`config.mk`:
```
export PLATFORM = sky130hd
export DESIGN_NAME = shared_reg_wr_arbiter
export DESIGN_NICKNAME = d
export VERILOG_FILES = /design/src/rtl/shared_reg_wr_arbiter_pkg.sv /design/src/rtl/shared_reg_wr_arbiter_rr_pick.sv /design/src/rtl/shared_reg_wr_arbiter.sv
export SDC_FILE = /design/constraint.sdc
export NUM_CORES = 1
export LEC_CHECK = 0
export CAP_MARGIN = 10
export CORE_MARGIN = 4
export CORE_UTILIZATION = 40
export CTS_BUF_LIST = sky130_fd_sc_hd__clkbuf_8 sky130_fd_sc_hd__clkbuf_16
export CTS_CLUSTER_DIAMETER = 50
export DETAILED_ROUTE_END_ITERATION = 7
export GPL_TIMING_DRIVEN = 0
export PLACE_DENSITY = 0.9
export SETUP_SLACK_MARGIN = 0.2
export SLEW_MARGIN = 40
export SYNTH_ARGS = -nofsm -noshare
export SYNTH_HDL_FRONTEND = slang
export SYNTH_HIERARCHICAL = 1
export SYNTH_SLANG_ARGS = --single-unit
```
`constraint.sdc`:
```
create_clock -name clk -period 5.1 [get_ports clk]
set_clock_uncertainty 0.2 [all_clocks]
set_input_delay 0.765 -clock clk [delete_from_list [all_inputs] [get_ports clk]]
set_output_delay 0.765 -clock clk [all_outputs]
set_load 0.02 [all_outputs]
```
`src/rtl/shared_reg_wr_arbiter_pkg.sv`:
```
// Shared definitions for the shared-register write arbiter: FSM state encoding
// and an index-width helper.
package shared_reg_arb_pkg;

    typedef enum logic [2:0] {
        IDLE       = 3'd0,
        WRITE      = 3'd1,
        WAIT_FULL  = 3'd2,
        WAIT_DRAIN = 3'd3,
        WAIT_REL   = 3'd4
    } arb_state_e;

    function automatic int unsigned clog2(input int unsigned n);
        int unsigned w;
        w = 0;
        for (int unsigned v = n - 1; v > 0; v = v >> 1) begin
            w = w + 1;
        end
        return w;
    endfunction

endpackage

```
`src/rtl/shared_reg_wr_arbiter_rr_pick.sv`:
```
// Combinational round-robin picker: returns the first set request at or above
// ptr, wrapping around to index 0.
module rr_pick #(
    parameter int unsigned N_REQ = 4,
    parameter int unsigned IW    = 2
) (
    input  logic [N_REQ-1:0] req,
    input  logic [IW-1:0]    ptr,
    output logic             any,
    output logic [IW-1:0]    winner
);

    int unsigned off;
    int unsigned best_off;

    // Distance from ptr (modulo N_REQ) ranks each requester; smallest wins.
    always_comb begin
        any      = |req;
        winner   = '0;
        off      = 0;
        best_off = N_REQ;
        for (int j = 0; j < N_REQ; j++) begin
            off = (32'(j) + N_REQ - 32'(ptr)) % N_REQ;
            if (req[j] && (off < best_off)) begin
                best_off = off;
                winner   = IW'(j);
            end
        end
    end

endmodule

```
`src/rtl/shared_reg_wr_arbiter.sv`:
```
// Round-robin arbiter sharing the write side of the 1-byte shared register;
// runs one full write / fill / drain / release cycle per grant.
module shared_reg_wr_arbiter
    import shared_reg_arb_pkg::*;
#(
    parameter int unsigned N_REQ = 4,
    parameter int unsigned DW    = 8,
    localparam int unsigned IW   = clog2(N_REQ)
) (
    input  logic                clk,
    input  logic                nrst,
    input  logic [N_REQ-1:0]    req,
    input  logic [N_REQ*DW-1:0] req_data,
    output logic [N_REQ-1:0]    ack,
    output logic                reg_wr,
    output logic [DW-1:0]       reg_wr_data,
    input  logic                reg_has_data,
    input  logic                reg_rd,
    output logic                busy,
    output logic [IW-1:0]       grant_idx
);

    arb_state_e       state_q, state_d;
    logic [IW-1:0]    ptr_q, ptr_d;
    logic [N_REQ-1:0] ack_q, ack_d;
    logic             reg_wr_q, reg_wr_d;
    logic [DW-1:0]    wr_data_q, wr_data_d;
    logic             busy_q, busy_d;
    logic [IW-1:0]    grant_q, grant_d;

    logic             pick_any;
    logic [IW-1:0]    pick_idx;

    rr_pick #(
        .N_REQ (N_REQ),
        .IW    (IW)
    ) u_rr_pick (
        .req    (req),
        .ptr    (ptr_q),
        .any    (pick_any),
        .winner (pick_idx)
    );

    always_comb begin
        state_d   = state_q;
        ptr_d     = ptr_q;
        ack_d     = '0;
        reg_wr_d  = 1'b0;
        wr_data_d = wr_data_q;
        grant_d   = grant_q;
        unique case (state_q)
            IDLE: begin
                if (pick_any) begin
                    reg_wr_d        = 1'b1;
                    wr_data_d       = req_data[32'(pick_idx)*DW +: DW];
                    ack_d[pick_idx] = 1'b1;
                    grant_d         = pick_idx;
                    ptr_d           = (pick_idx == IW'(N_REQ - 1)) ? '0 : pick_idx + 1'b1;
                    state_d         = WRITE;
                end
            end
            WRITE:      state_d = WAIT_FULL;
            WAIT_FULL:  if (reg_has_data)  state_d = WAIT_DRAIN;
            WAIT_DRAIN: if (!reg_has_data) state_d = WAIT_REL;
            // The register re-arms on the same edge the reader releases rd.
            WAIT_REL:   if (!reg_rd)       state_d = IDLE;
            default:    state_d = IDLE;
        endcase
        busy_d = (state_d != IDLE);
    end

    always_ff @(posedge clk) begin
        if (!nrst) begin
            state_q   <= IDLE;
            ptr_q     <= '0;
            ack_q     <= '0;
            reg_wr_q  <= 1'b0;
            wr_data_q <= '0;
            busy_q    <= 1'b0;
            grant_q   <= '0;
        end else begin
            state_q   <= state_d;
            ptr_q     <= ptr_d;
            ack_q     <= ack_d;
            reg_wr_q  <= reg_wr_d;
            wr_data_q <= wr_data_d;
            busy_q    <= busy_d;
            grant_q   <= grant_d;
        end
    end

    assign ack         = ack_q;
    assign reg_wr      = reg_wr_q;
    assign reg_wr_data = wr_data_q;
    assign busy        = busy_q;
    assign grant_idx   = grant_q;

endmodule
```
==> results.json <==
{
  "status": "finished clean",
  "die_h_um": 62.2,
  "syn_nets": 157,
  "period_share": 0.917,
  "grtUsageTotal": 0.187,
  "clock.fmax_mhz": 214,
  "cts.htree.levels": 1,
  "path_class": "in2reg",
  "place_congestion": 0.809,
  "p_clk_frac": 0.124,
  "cts_tree": "built",
  "synth_edf_count": 0,
  "cap_viol_max_count": 0,
  "tightest_slew_ns": 0.571,
  "cts_buffers": 3,
  "maxSlewViolCount": 0,
  "finalHoldViolations": 0,
  "finalSetupViolations": 0,
  "ir_drop_mv": 0.356,
  "cts_buffer_depth": 2,
  "whs_path_depth": 2,
  "timing.slew.headroom": 0.618,
  "first_pass_iters": 4,
  "grt_pass1_wl_um": 5720,
  "final_cells": 200,
  "p_sw_mw": 0.360,
  "drtAntennaViolNets": 0,
  "clk_latency_ns": 0.27,
  "rows": 19,
  "power-per-cell-area_nw_per_um2": 506,
  "fin_ws_ns": 0.422,
  "seq_area_frac_synth": 0.357,
  "yosysUniqueCellTypes": 34,
  "io_pins": 56,
  "reg2reg_to": "reg_wr_data[7]",
  "synth-warning-count": 6,
  "synth_seq_cells": 21,
  "area_growth_syn_to_layout_pct": 53.8,
  "worstPathRequired_ns": 5.06,
  "min_to": "reg_wr_data[5]",
  "reg2reg_slack_ns": 0.96,
  "dieArea_um2": 3870,
  "internal_power_mw": 0.556,
  "fp.dieW_um": 62.2,
  "arrival_ns": 4.63,
  "start_util": 0.423,
  "fin_crit_ns": 4.68,
  "sw_frac_of_total": 0.393,
  "cts_root_buf": "clkbuf_8",
  "grt_max_degree": 13,
  "grt_pass1_vias": 1189,
  "antenna_found_initial": 0,
  "power_frac_seq": 0.274,
  "wl_per_cell_um": 17.5,
  "pre_cts_slack_ns": -0.0540,
  "crit_fanout": 10,
  "num_vias": 1083,
  "grt-ovfl-total": 0,
  "fp.coreArea_um2": 2780,
  "layout-drive-gt1-share": 0.124,
  "min_path_type": "reg2reg",
  "rr_worst_depth": 14,
  "cp-start-kind": "primary input",
  "async_reset_ff_frac": 0,
  "r2r_start": "ptr_q[0]",
  "crit_path_start": "req[0]",
  "rsz0062_at_grt": "false",
  "min_from": "reg_wr_data[5]",
  "synth_cells": 111,
  "post_drt_via_cell_ratio": 5.42,
  "dp_hpwl_um": 2680,
  "wirelength_um": 3500,
  "leakage_nw": 0.708,
  "endpoint_kind": "register",
  "dp.cells": 196,
  "clk_pin_slew_ns": 0.07,
  "clkSinkCount": 21,
  "portBuffers": 54,
  "ys.flop_type": "dfxtp_1",
  "n_antenna_cell": 0,
  "syn_area_per_cell_um2": 10.6,
  "drt-initial-drc-count": 54,
  "drc": 0,
  "final_net_count": 216,
  "syn_area_um2": 1180,
  "postCtsHoldBufs": 0,
  "combPwrFrac": 0.602
}
==> cell type report <==
class / count / area, um2
Buffer: 6 / 32.5
Clock buffer: 3 / 41.3
Clock inverter: 1 / 5.00
Fill cell: 211 / 972
Inverter: 4 / 15.0
Multi-Input combinational cell: 80 / 716
Sequential cell: 21 / 420
Tap cell: 31 / 38.8
Timing Repair Buffer: 54 / 541
==> per-stage QoR <==
step / util / TNS, ns / power, mW / instance area [um2] / hold WS, ns
after floorplan: - / 0 / 0.605 / 1180 / 0.301
after global placement: 0.631 / 0 / 0.766 / 1760 / 0.249
after detailed placement: 0.631 / -0.0624 / 0.789 / 1760 / 0.260
after CTS: 0.648 / 0 / 0.907 / 1800 / 0.268
after global routing: 0.650 / 0 / 0.984 / 1810 / 0.300
final: 0.650 / 0 / 0.916 / 1810 / 0.264
==> layout by cell type, fill, tap and decap left out, drive strengths merged, types with 2 or more instances in the layout <==
cell           count
nand2             11
ha                 6
mux4               8
nor2b              5
nor2               7
dfxtp             21
or2b               2
o31ai              2
buf                3
and3               5
clkdlybuf4s50     54
nor3               4
clkbuf             6
mux2i              4
o21a               2
o2bb2ai            8
inv                4
nand2b             2
==> power by group through the flow <==
| stage | Sequential [mW] | Clock [mW] | Combinational (mW) |
|---|---|---|---|
| after floorplan | 0.303 | 0 | 0.302 |
| after global placement | 0.252 | 0 | 0.514 |
| after detailed placement | 0.255 | 0 | 0.534 |
| after CTS | 0.252 | 0.114 | 0.541 |
| after global routing | 0.258 | 0.125 | 0.600 |
| final | 0.251 | 0.114 | 0.551 |
==> metal layers <==
layer / routed length, um / GRT usage
met1: 1330 / 0.195
met5: 0 / 0
met2: 1920 / 0.347
met4: 147 / 0.117
met3: 98 / 0.0234
==> how the worst max path moves through the flow <==
stage | end | cells after the start
after floorplan | reg_wr_data[1] | 14
after global placement | reg_wr_data[5] | 15
after detailed placement | reg_wr_data[7] | 15
after CTS | reg_wr_data[7] | 15
after global routing | reg_wr_data[7] | 15
final | reg_wr_data[7] | 15
==> worst max-delay path, stage by stage <==
cell             delay [ns]
clkdlybuf4s50_1        0.61
or2b_1                 0.25
a21oi_1                0.20
nor2_1                 0.08
ha_1                   0.30
nor2_2                 0.06
o31a_1                 0.31
o31ai_2                0.18
ha_1                   0.27
nor2b_1                0.13
o32ai_1                0.20
a32o_2                 0.31
buf_4                  0.24
mux4_2                 0.56
o2bb2ai_1              0.16
==> flip-flops by register name, indices dropped and copies added, names as in the netlist <==
name / count
reg_wr_data: 8
reg_wr: 1
busy: 1
grant_idx: 2
ptr_q: 2
state_q: 3
ack: 4
==> Yosys cell counts, drive strengths merged (2+ instances only) <==
cell type  count  area share
and3           5       0.027
buf            3       0.015
clkbuf         3      0.0096
dfxtp         21        0.36
ha             6       0.064
inv            4       0.013
mux2i          4       0.034
mux4           8        0.15
nand2         11       0.035
nand2b         2       0.011
nor2           7       0.022
nor2b          5       0.027
nor3           4       0.021
o21a           2       0.013
o2bb2ai        8       0.060
o31ai          2       0.017
or2b           2       0.013
==> kinds of logic after synthesis <==
logic type | count (synthesis) | share of synthesized area
adder cells (fa/ha/maj) | 6 | 0.0638
AND/OR/NAND/NOR | 40 | 0.194
flip-flops | 21 | 0.357
multiplexers | 12 | 0.187
AO/OA/AOI/OAI | 21 | 0.153
buffers and inverters | 10 | 0.0372
XOR/XNOR | 1 | 0.00745
==> what timing repair did <==
action | in CTS | in global routing
endpoints found under the hold margin | 0 | 0
resized for setup | 0 | 7
endpoints found under the setup margin | 0 | 12
setup buffers | 0 | 0
(Power assumes the default switching activity.)
